--- config.mk ---
export PLATFORM = sky130hd
export DESIGN_NAME = async_fifo_rd_stage
export DESIGN_NICKNAME = d
export VERILOG_FILES = /design/src/rtl/async_fifo_pkg.sv /design/src/rtl/async_fifo_skid2.sv /design/src/rtl/async_fifo_rd_stage.sv
export SDC_FILE = /design/constraint.sdc
export NUM_CORES = 1
export LEC_CHECK = 0
export CORE_ASPECT_RATIO = 1.1
export CORE_UTILIZATION = 49
export CTS_CLUSTER_SIZE = 40
export DETAILED_ROUTE_END_ITERATION = 16
export HOLD_SLACK_MARGIN = 0.1
export MAX_ROUTING_LAYER = met4
export PLACE_DENSITY_LB_ADDON = 0.12
export SLEW_MARGIN = 0
export SYNTH_ARGS = -nofsm -noshare
export SYNTH_HDL_FRONTEND = slang
export SYNTH_HIERARCHICAL = 1
export SYNTH_SLANG_ARGS = --single-unit
--- constraint.sdc ---
create_clock -name rclk -period 7.5 [get_ports rclk]
set_input_delay 1.5 -clock rclk [delete_from_list [all_inputs] [get_ports rclk]]
set_output_delay 1.5 -clock rclk [all_outputs]
set_load 0.01 [all_outputs]
--- src/rtl/async_fifo_pkg.sv ---
// rtl/async_fifo_pkg.sv - shared async FIFO defaults and Gray/binary pointer conversions
package async_fifo_pkg;

    localparam int DEF_DATA_WIDTH = 8;
    localparam int DEF_PTR_WIDTH  = 3;

    // Width-agnostic up to 32 bits: callers zero-extend in and size-cast out.
    function automatic logic [31:0] gray2bin(input logic [31:0] gray);
        logic [31:0] bin;
        bin = gray;
        for (int s = 1; s < 32; s = s * 2) begin
            bin = bin ^ (bin >> s);
        end
        return bin;
    endfunction

    function automatic logic [31:0] bin2gray(input logic [31:0] bin);
        return bin ^ (bin >> 1);
    endfunction

endpackage

--- src/rtl/async_fifo_skid2.sv ---
// rtl/async_fifo_skid2.sv - two-entry skid buffer; head at slot0, push lands in first free slot after pop
module async_fifo_skid2 #(
    parameter int WIDTH = 8
) (
    input  logic             clk_i,
    input  logic             rst_ni,
    input  logic             push_i,
    input  logic [WIDTH-1:0] push_data_i,
    input  logic             pop_i,
    output logic [1:0]       count_o,
    output logic [WIDTH-1:0] head_o
);

    logic [1:0]       count_q, count_d;
    logic [1:0]       count_after_pop;
    logic [WIDTH-1:0] slot0_q, slot0_d;
    logic [WIDTH-1:0] slot1_q, slot1_d;

    always_comb begin
        count_after_pop = count_q - {1'b0, pop_i};
        count_d         = count_after_pop + {1'b0, push_i};
        slot0_d         = slot0_q;
        slot1_d         = slot1_q;
        if (pop_i) begin
            slot0_d = slot1_q;
        end
        if (push_i) begin
            if (count_after_pop == 2'd0) begin
                slot0_d = push_data_i;
            end else begin
                slot1_d = push_data_i;
            end
        end
    end

    always_ff @(posedge clk_i or negedge rst_ni) begin
        if (!rst_ni) begin
            count_q <= 2'd0;
            slot0_q <= '0;
            slot1_q <= '0;
        end else begin
            count_q <= count_d;
            slot0_q <= slot0_d;
            slot1_q <= slot1_d;
        end
    end

    assign count_o = count_q;
    assign head_o  = slot0_q;

endmodule

--- src/rtl/async_fifo_rd_stage.sv ---
// rtl/async_fifo_rd_stage.sv - async FIFO read-side stage: issues r_en, buffers memory data into a valid/ready stream, reports level
module async_fifo_rd_stage
    import async_fifo_pkg::*;
#(
    parameter int DATA_WIDTH = DEF_DATA_WIDTH,
    parameter int PTR_WIDTH  = DEF_PTR_WIDTH
) (
    input  logic                  rclk,
    input  logic                  rrst_n,
    input  logic                  empty,
    input  logic [PTR_WIDTH:0]    b_rptr,
    input  logic [PTR_WIDTH:0]    g_wptr_sync,
    input  logic [DATA_WIDTH-1:0] rdata,
    output logic                  r_en,
    output logic                  m_valid,
    output logic [DATA_WIDTH-1:0] m_data,
    input  logic                  m_ready,
    output logic [PTR_WIDTH:0]    rd_level
);

    localparam int PW = PTR_WIDTH + 1;

    logic          inflight_q, inflight_d;
    logic [PW-1:0] rd_level_q, rd_level_d;
    logic [1:0]    count;
    logic [2:0]    occupancy;
    logic          pop;

    async_fifo_skid2 #(
        .WIDTH(DATA_WIDTH)
    ) u_skid (
        .clk_i       (rclk),
        .rst_ni      (rrst_n),
        .push_i      (inflight_q),
        .push_data_i (rdata),
        .pop_i       (pop),
        .count_o     (count),
        .head_o      (m_data)
    );

    // Occupancy after this edge; the pop term lets a drained slot be refilled in the same cycle.
    always_comb begin
        m_valid    = (count != 2'd0);
        pop        = m_valid & m_ready;
        occupancy  = {1'b0, count} + {2'b00, inflight_q} - {2'b00, pop};
        r_en       = !empty && (occupancy < 3'd2);
        inflight_d = r_en;
        rd_level_d = PW'(gray2bin(32'(g_wptr_sync)) - 32'(b_rptr));
    end

    always_ff @(posedge rclk or negedge rrst_n) begin
        if (!rrst_n) begin
            inflight_q <= 1'b0;
            rd_level_q <= '0;
        end else begin
            inflight_q <= inflight_d;
            rd_level_q <= rd_level_d;
        end
    end

    assign rd_level = rd_level_q;

endmodule

==> run_results.csv <==
group,metric,value,unit
placement,gp_congestion,0.720,
route,drc,0,
flow_run,cap_violations,0,
timing,rsz0062_at_grt,"no",
clock_network,clock-sinks,23,
route,drt-total-wl,1920,um
route,postRouteAntennaNets,0,
timing,fin_crit_sh,0.772,
floorplanning,rows,17,
finish,diodes,0,
timing,hold_viol_final,0,
timing,hold_ws,521,ps
timing,min_period,5790,ps
setup_path,r2r_start,"u_skid/count_o[1]",
synthesis,synth.avg_cell_area,12.6,um^2
floorplanning,start_util,0.545,
synthesis,synth_top_family_by_area,"multiplexers",
setup_path,required,6000,ps
placement,place_hpwl,1500,um
clock_network,cts_setup_buffers,0,
synthesis,yosys.area_share.simple,0.0650,
setup_path,timing.rr.end,"inflight_q",
clock_network,cts_inserted_buffers,3,
clock_network,cts.hold.buffers_added,0,
synthesis,synth_cell_types,23,
synthesis,synthAdderAreaFrac,0.101,
timing,worstMarginPinSlew,967,ps
placement,place_area,1490,um^2
status,outcome,"finished clean",
timing,finalSetupViolations,0,
power,power.leakage,0.678,nW
power,ir_drop,0.230,mV
clock_network,cts_tree,"done",
synthesis,synth_compound_area_frac,0.0573,
setup_path,cp-end-kind,"primary output",
clock_network,cts.clk_slew.worst_paths,110,ps
synthesis,syn_area,1140,um^2
finish,final_nets,154,
route,wl_per_cell,12.5,um
placement,io_buffers,33,
setup_path,critPathArrivalTime,4290,ps
clock_network,clk_path_buf_depth,2,
setup_path,r2r_setup_slack,4930,ps
synthesis,muxShareOfSynthArea,0.150,
synthesis,seq_area_frac_synth,0.507,
global_route,grt_usage,0.198,
global_route,grt_pass1_vias,806,
global_route,grt_pass1_wl,3290,um
clock_network,htree_levels,1,
hold_path,holdPathStages,1,
floorplanning,core-area,2080,um^2
route,dr.pass1.iters,2,
finish,drive_gt1_frac,0.136,
floorplanning,io_pins,34,
floorplanning,die_area,2520,um^2
hold_path,hold_path.startpoint,"u_skid/slot1_q[1]",
route,routed_via_density,5.18,
floorplanning,die_w,47.9,um
finish,design_area,1520,um^2
global_route,grt_overflow,0,
route,via_count,793,
setup_path,worstPathMaxFanout,10,
synthesis,syn_nets,118,
clock_network,post_cts_resized,0,
clock_network,worstSkewPairLatency,300,ps
timing,fmax,173,MHz
timing,final_max_slew_viol_count,0,
hold_path,worstHoldPathType,"flop to flop",
timing,max_slew_margin,0.353,
setup_path,cp-start-kind,"input pin",
timing,finClkSkew,4.78,ps
power,cellPowerDensity,348,nW/um^2
synthesis,synth_xor_xnor_area_share,0.0826,
timing,setup_tns,0,ps
route,drt-initial-drc-count,3,
setup_path,r2r_cells,7,
synthesis,yosysWarnings,6,
synthesis,ys_ff_latch,23,
setup_path,endpoint,"r_en",
global_route,antenna_found_initial,0,
finish,syn_to_final_growth,33.4,%
floorplanning,fp.dieH,52.5,um
setup_path,crit_path_start,"m_ready",
synthesis,syn_inst,90,
global_route,grt_max_degree,24,
setup_path,setup.worst_path.class,"input pin to primary output",
clock_network,cts-root-buf,"clkbuf_4",
[final cells by class]
type | count | area, um^2
Sequential cell | 23 | 576
Clock buffer | 4 | 26.3
Timing Repair Buffer | 33 | 330
Fill cell | 165 | 569
Tap cell | 28 | 35.0
Multi-Input combinational cell | 57 | 518
Inverter | 8 | 30.0
[layer usage]
metal | GRT usage | wire length [um] | vias up
met2 | 0.342 | 1040 | 25
met1 | 0.210 | 761 | 396
li1 | - | - | 370
met5 | - | 0 | -
met4 | 0.0972 | 28 | 0
met3 | 0.0310 | 83 | 2
[cells in the final DEF (no fill, tap or decap), types with 2 or more instances in the layout]
cell	instances
clkdlybuf4s50_1	33
dfrtp_1	23
mux2i_1	8
nor2_1	8
a21oi_1	8
mux2_2	8
inv_1	7
ha_1	6
xnor2_1	5
clkbuf_4	3
xor2_1	2
fa_1	2
[stage by stage]
stage / total power, mW / instances / util / setup WS [ps]
floorplan: 0.369 / 90 / - / 3070
global placement: 0.466 / 149 / 0.714 / 1760
detailed placement: 0.479 / 149 / 0.714 / 1690
CTS: 0.534 / 153 / 0.727 / 1660
global route: 0.572 / 153 / 0.727 / 1480
finish: 0.527 / 153 / 0.727 / 1710
[how the worst min path moves through the flow]
stage	slack, ps	to
CTS	520	u_skid/slot1_q[5]
global route	550	u_skid/slot1_q[1]
detailed placement	500	u_skid/slot1_q[5]
global placement	490	u_skid/slot1_q[7]
finish	520	u_skid/slot1_q[1]
floorplan	480	u_skid/slot1_q[0]
[logic make-up (layout without fill, tap and decap cells)]
| kind of cell | Yosys count | in the layout |
|---|---|---|
| xor+xnor | 9 | 9 |
| flops | 23 | 23 |
| buf+inv | 10 | 45 |
| mux | 16 | 16 |
| fa+ha+maj | 8 | 8 |
| simple gates | 14 | 14 |
| compound gates | 10 | 10 |
[critical path: stages]
cell and delay, ps:
clkdlybuf4s50_1 450, and2_1 490, ha_1 330, nand2b_1 150, fa_1 380, xor2_1 150, nor3b_1 260, clkdlybuf4s50_1 590
[flip-flops by register name (all words and copies together), names as in the netlist]
signal and cells:
u_skid/head_o 8, u_skid/slot1_q 8, rd_level 4, u_skid/count_o 2, inflight_q 1
[synth_stat cells, drive strengths merged]
| master | count | area share |
|---|---|---|
| dfrtp | 23 | 0.51 |
| a21oi | 8 | 0.035 |
| inv | 8 | 0.026 |
| mux2 | 8 | 0.079 |
| mux2i | 8 | 0.070 |
| nor2 | 8 | 0.026 |
| ha | 6 | 0.066 |
| xnor2 | 6 | 0.053 |
| xor2 | 3 | 0.030 |
| fa | 2 | 0.035 |
| a221oi | 1 | 0.0077 |
| and2 | 1 | 0.0055 |
| buf | 1 | 0.0066 |
| clkbuf | 1 | 0.0044 |
| nand2b | 1 | 0.0055 |
| nand3b | 1 | 0.0099 |
| nor2b | 1 | 0.0055 |
| nor3b | 1 | 0.0066 |
| o21ai | 1 | 0.014 |
| or2 | 1 | 0.0055 |
[where the power goes]
part,leakage [nW],switching (mW),internal [mW]
registers,0.273,0.0365,0.183
clock network,0.0150,0.0334,0.0207
logic,0.390,0.103,0.150
Note: power is estimated with default switching activity, not from simulation.
==> RTL change 1, RTL diff (config.mk and constraints unchanged) <==
`DEF_PTR_WIDTH`: 3 -> 4.
--- a/src/rtl/async_fifo_pkg.sv
+++ b/src/rtl/async_fifo_pkg.sv
@@ -2,7 +2,7 @@
 package async_fifo_pkg;
 
     localparam int DEF_DATA_WIDTH = 8;
-    localparam int DEF_PTR_WIDTH  = 3;
+    localparam int DEF_PTR_WIDTH  = 4;
 
     // Width-agnostic up to 32 bits: callers zero-extend in and size-cast out.
     function automatic logic [31:0] gray2bin(input logic [31:0] gray);
Ports: changed (resized b_rptr, g_wptr_sync and rd_level); port bits go from 34 to 37. The function was not compared with the original's and may differ.
==> RTL change 1 against the original RTL <==
- synthesized area up 7.4%
- die area up 7.1%
- clock skew rose by 0.0062 ns
- non-clock buffer count increased by 3
- critical path depth is the same
- design area increased by 9.4%
- sequential cell count increased by 1
- routed wire length rose by 7.2%
- worst setup slack got worse by 0.017 ns
- total power is 13% higher
- clock power up 71%
- critical path type unchanged
- critical endpoint unchanged
- largest cell class unchanged
- largest power group unchanged
==> RTL change 1: results (changes against the original RTL) <==
## Global routing
• **via count of the first global-routing pass** 722, -10%
• **global-route wire length before repair** 3.222 mm, -2.1%
• **pin count of the biggest net entering global routing** 25, +4.2%
• **initial antenna violation count** 0, unchanged
• **total global routing track utilization** 16.68%, -3.1 points

## Clocking
• **total number of H-tree levels** 1, unchanged
• **clock transition at the registers of the reported paths** 0.14 ns, +0.03 ns
• **clock root cell** clkbuf_4
• **setup repair bufs after CTS** 0, unchanged
• **number of clock buffers inserted by TritonCTS** 3, unchanged
• **PostCTS Resize Cnt** 0, unchanged
• **maximum number of buffers from clock root to sink** 2, unchanged
• **insertion delay of the later-clocked pin in the worst-skew pair** 0.31 ns

## Cells and area
• **total of fill cells in the finished design** 191, +16%
• **fraction of layout cells with a size suffix above 1** 13.87%, +0.27 points
• **count of antenna diodes in the layout** 0, unchanged
• **footprint of the flip-flops and latches** 600.6 um2, +4.3%
• **net total in the final layout** 169, +9.7%
• **non-filler cells, final** 167, +9.2%

## Synth
• **Most used DFF post-synth** dfrtp_1
• **net count of the mapped netlist** 130, +10%
• **Yosys warning total** 6, unchanged
• **fraction of synthesized cell area in xor and xnor cells** 9.744%, +1.5 points
• **compound-cell area share of the yosys netlist** 6.667%, +0.94 points
• **share of synthesized area spent on multiplexers** 13.95%, -1.0 points
• **average instance area after synthesis** 12.32 um2, -2.4%
• **number of distinct library cells after synthesis** 22, -4.3%
• **largest cells by area after synthesis** dfrtp_1 49%, mux2_2 7.4%, ha_1 7.2%
• **Async S/R FF share, synth** 100.0%, unchanged
• **proportion of synthesized chip area in sequential cells** 49.23%, -1.4 points
• **top cell types by occurrence after synthesis** 24 x dfrtp_1, 10 x a21oi_1, 10 x inv_1
• **adder-cell area share of the yosys netlist** 10.46%, +0.33 points

## Worst setup path
• **family with the most delay on the worst path** buffers and inverters
• **cell with the largest stage delay on the worst path** clkdlybuf4s50_1
• **maximum cell stage delay along the critical path** 0.58 ns
• **register-to-register setup slack** 4.91 ns, -0.02 ns
• **data arrival at the endpoint of the critical path** 4.31 ns, +0.02 ns
• **peak fanout along the critical path** 10, unchanged

## Placed design
• **total placed instance area** 1605 um2, +7.8%
• **placer congestion estimate** 0.7162, -0.57%
• **DP HPWL** 1.569 mm, +4.8%
• **count of input and output buffers** 36, +9.1%
• **count of placed standard cells including taps** 163, +9.4%

## Power
• **VDD IR max** 0.0002319 V, +0.61%
• **Leakage Power** 0.7546 nW, +11%

## Detailed routing
• **number of violations reported at the end of detailed-routing iteration 0** 11, +8
• **first drt pass iteration count** 4, +2
• **WL per Instance** 12.29 um, -1.8%
• **count of nets left with antenna violations after detail routing** 0, unchanged
• **detail-routed via count per cell** 4.868, -6.1%

## Run status
• **status** completed

## STA
• **worst slack on hold paths** 0.5254 ns, +0.004548 ns
• **skew final** 0.01095 ns, +0.006172 ns
• **accumulated negative setup slack** 0 ns, unchanged
• **measured slew at the worst slew-check pin** 1.041 ns, +0.07450 ns

## Hold path
• **Hold WC Path Type** flop to flop

[RTL change 1: cell types whose count changed in the layout (fill, tap and decap cells not counted), moves of 2 or more]
cell             unedited run  this run
clkdlybuf4s50_1            33        36
inv_1                       7        10
a21o_1                      0         2
a21oi_1                     8        10
[RTL change 1: final timing paths]
kind                                          startpoint                       endpoint  cells past startpoint
max                                              m_ready                           r_en                      8
min                        u_skid/slot1_q[1]$_DFFE_PN0P_  u_skid/slot1_q[1]$_DFFE_PN0P_                      1
max reg2reg                  u_skid/count_o[1]$_DFF_PN0_           inflight_q$_DFF_PN0_                      7
min reg2reg                u_skid/slot1_q[1]$_DFFE_PN0P_  u_skid/slot1_q[1]$_DFFE_PN0P_                      1
max in group asynchronous                         rrst_n     u_skid/head_o[5]$_DFF_PN0_                      1
min in group asynchronous                         rrst_n     u_skid/head_o[2]$_DFF_PN0_                      1
[RTL change 1: power breakdown]
group | total, W | internal (W) | switching, W | leakage [nW]
Sequential | 0.000229 | 0.000191 | 0.0000374 | 0.285
Clock | 0.0000923 | 0.0000540 | 0.0000384 | 0.0279
Combinational | 0.000276 | 0.000163 | 0.000113 | 0.442
[RTL change 1: stage by stage]
stage	setup slack (ns)	power [W]
after floorplan	3.070	0.0003908
after global placement	1.745	0.0004978
after detailed placement	1.646	0.0005114
after CTS	1.633	0.0006034
after global routing	1.542	0.0006356
final	1.690	0.0005971
[RTL change 1: area by class of cell]
type	instances	share of cell area, %
Clock buffer	3	1.358
Clock inverter	1	1.811
Inverter	11	2.491
Multi-Input combinational cell	62	34.11
Sequential cell	24	36.23
Tap cell	30	2.264
Timing Repair Buffer	36	21.74
[RTL change 1: worst reg2reg max path: cells and delay by family (launching register included)]
family                     cells  cell delay, ns
adders and majority gates      2            0.73
xor gates and xnor gates       1            0.15
DFF                            1            0.53
and+or+nand+nor                4            1.09
[RTL change 1: cells by family (layout without fill, tap and decap cells)]
group | after synthesis | in the layout
DFF | 24 | 24
muxes | 16 | 16
AOI/OAI and AO/OA | 13 | 13
and+or+nand+nor | 13 | 13
buffers and inverters | 13 | 51
xor gates and xnor gates | 11 | 11
adders and majority gates | 9 | 9
[RTL change 1: metal layers]
metal | routed length [um] | up-vias | GRT usage (%)
li1 | - | 401 | -
met1 | 951 | 390 | 22.02
met2 | 1029 | 22 | 27.25
met3 | 71 | 0 | 2.500
met4 | 0 | 0 | 4.286
met5 | 0 | - | -
==> RTL change 2, RTL diff (config.mk and constraints unchanged) <==
Made on the original files. Make the reset (`rrst_n` and `rst_ni`) synchronous in 2 clocked blocks. Comments in the files are not updated.
--- a/src/rtl/async_fifo_skid2.sv
+++ b/src/rtl/async_fifo_skid2.sv
@@ -33,7 +33,7 @@
         end
     end
 
-    always_ff @(posedge clk_i or negedge rst_ni) begin
+    always_ff @(posedge clk_i) begin
         if (!rst_ni) begin
             count_q <= 2'd0;
             slot0_q <= '0;
--- a/src/rtl/async_fifo_rd_stage.sv
+++ b/src/rtl/async_fifo_rd_stage.sv
@@ -48,7 +48,7 @@
         rd_level_d = PW'(gray2bin(32'(g_wptr_sync)) - 32'(b_rptr));
     end
 
-    always_ff @(posedge rclk or negedge rrst_n) begin
+    always_ff @(posedge rclk) begin
         if (!rrst_n) begin
             inflight_q <= 1'b0;
             rd_level_q <= '0;
Behaviour: differs if rrst_n is asserted again (counterexample within 4 cycles, from zero or initial values and one cycle with rrst_n low); with rrst_n held inactive, the same outputs for 10 cycles.
==> RTL change 2 against the original RTL <==
- synthesized area up 0.77%
- worst setup slack worse by 0.0092 ns
- combinational power fell by 20%
- design area decreased by 0.33%
- via count up 8.7%
- total power shrank 17%
- routed wire length rose by 11%
- sequential cell count did not move
- clock power up 6.3%
- clock skew decreased by 0.0031 ns
- worst hold slack worse by 0.047 ns
- non-clock buffer count stayed put
- largest power group unchanged
==> RTL change 2: results (changes against the original RTL) <==
## Synth
• **largest cells by area after synthesis** dfxtp_1 40%, mux2i_1 14%, ha_1 6.6%
• **number of distinct library cells after synthesis** 27, +17%
• **Async S/R FF share, synth** 0%, -100 points
• **proportion of synthesized chip area in sequential cells** 40.22%, -10 points
• **net count of the mapped netlist** 143, +21%

## Global routing
• **global-route wire length before repair** 3.298 mm, +0.21%
• **pin count of the biggest net entering global routing** 32, +33%
• **total global routing track utilization** 19.17%, -0.59 points

## Hold path
• **number of cells traversed by the worst hold path** 2, +1
• **Hold Startpoint** u_skid/slot1_q[4]$_SDFFE_PN0P_
• **worst hold endpoint** u_skid/slot1_q[4]$_SDFFE_PN0P_

## Worst setup path
• **source of the worst register-to-register timing path** u_skid/count_o[1]$_SDFF_PN0_
• **data arrival at the endpoint of the critical path** 4.30 ns, about the same
• **worst-case reg-to-reg path depth** 8, +1

## Placed design
• **placer congestion estimate** 0.7043, -2.2%
• **DP HPWL** 1.591 mm, +6.3%

## STA
• **measured slew at the worst slew-check pin** 0.8830 ns, -0.08385 ns

## Detailed routing
• **first drt pass iteration count** 4, +2
• **via count of the routed design** 862, +8.7%

## Run status
• **status** completed

## Power
• **VDD IR max** 0.0001630 V, -29%
• **Leakage Power** 0.6395 nW, -5.7%

## Clocking
• **clock transition at the registers of the reported paths** 0.13 ns, +0.02 ns

## Cells and area
• **fraction of layout cells with a size suffix above 1** 6.803%, -6.8 points
• **net total in the final layout** 176, +14%

[RTL change 2: layer usage]
| layer | wire length [um] | global-route usage, % |
|---|---|---|
| met1 | 895 | 21.11 |
| met2 | 1134 | 33.33 |
| met3 | 81 | 3.448 |
| met4 | 14 | 6.944 |
| met5 | 0 | - |
[RTL change 2: logic make-up after synthesis]
group                    Yosys count  share of synthesized area [%]
AND/OR/NAND/NOR                   30                          14.43
multiplexers                      16                          13.99
XOR/XNOR                           8                          7.433
flip-flops                        23                          40.22
AO/OA/AOI/OAI                     19                          9.290
adder cells (fa/ha/maj)            8                          10.05
buffers and inverters             11                          4.589
[RTL change 2: stage by stage]
stage	std cells	power, W	area, um2	setup WS, ns
floorplan	115	0.0003044	1145	3.076
global placement	173	0.0003747	1483	1.754
finish	177	0.0004358	1510	1.698
CTS	177	0.0004408	1510	1.679
global route	177	0.0004673	1510	1.539
detailed placement	173	0.0003825	1483	1.694
[RTL change 2: worst max-delay path: cells and delay by family]
| kind | cells | cell delay (ns) |
|---|---|---|
| xor+xnor | 1 | 0.15 |
| fa+ha+maj | 2 | 0.73 |
| buf+inv | 2 | 1.03 |
| simple gates | 3 | 0.90 |
[RTL change 2: area by class of cell]
| type | count | area (um2) | share of cell area (%) |
|---|---|---|---|
| clock inverter | 1 | 5.005 | 0.3314 |
| inverter | 6 | 22.52 | 1.491 |
| tap | 30 | 37.54 | 2.485 |
| sequential | 23 | 460.4 | 30.49 |
| clock buffer | 3 | 22.52 | 1.491 |
| timing repair buffer | 33 | 330.3 | 21.87 |
| multi-input combinational | 81 | 631.9 | 41.84 |
[RTL change 2: report_power, final]
group | total, W | switching [W] | internal, W
clock network | 0.0000575 | 0.0000376 | 0.0000199
registers | 0.000176 | 0.0000233 | 0.000152
logic | 0.000203 | 0.0000898 | 0.000113
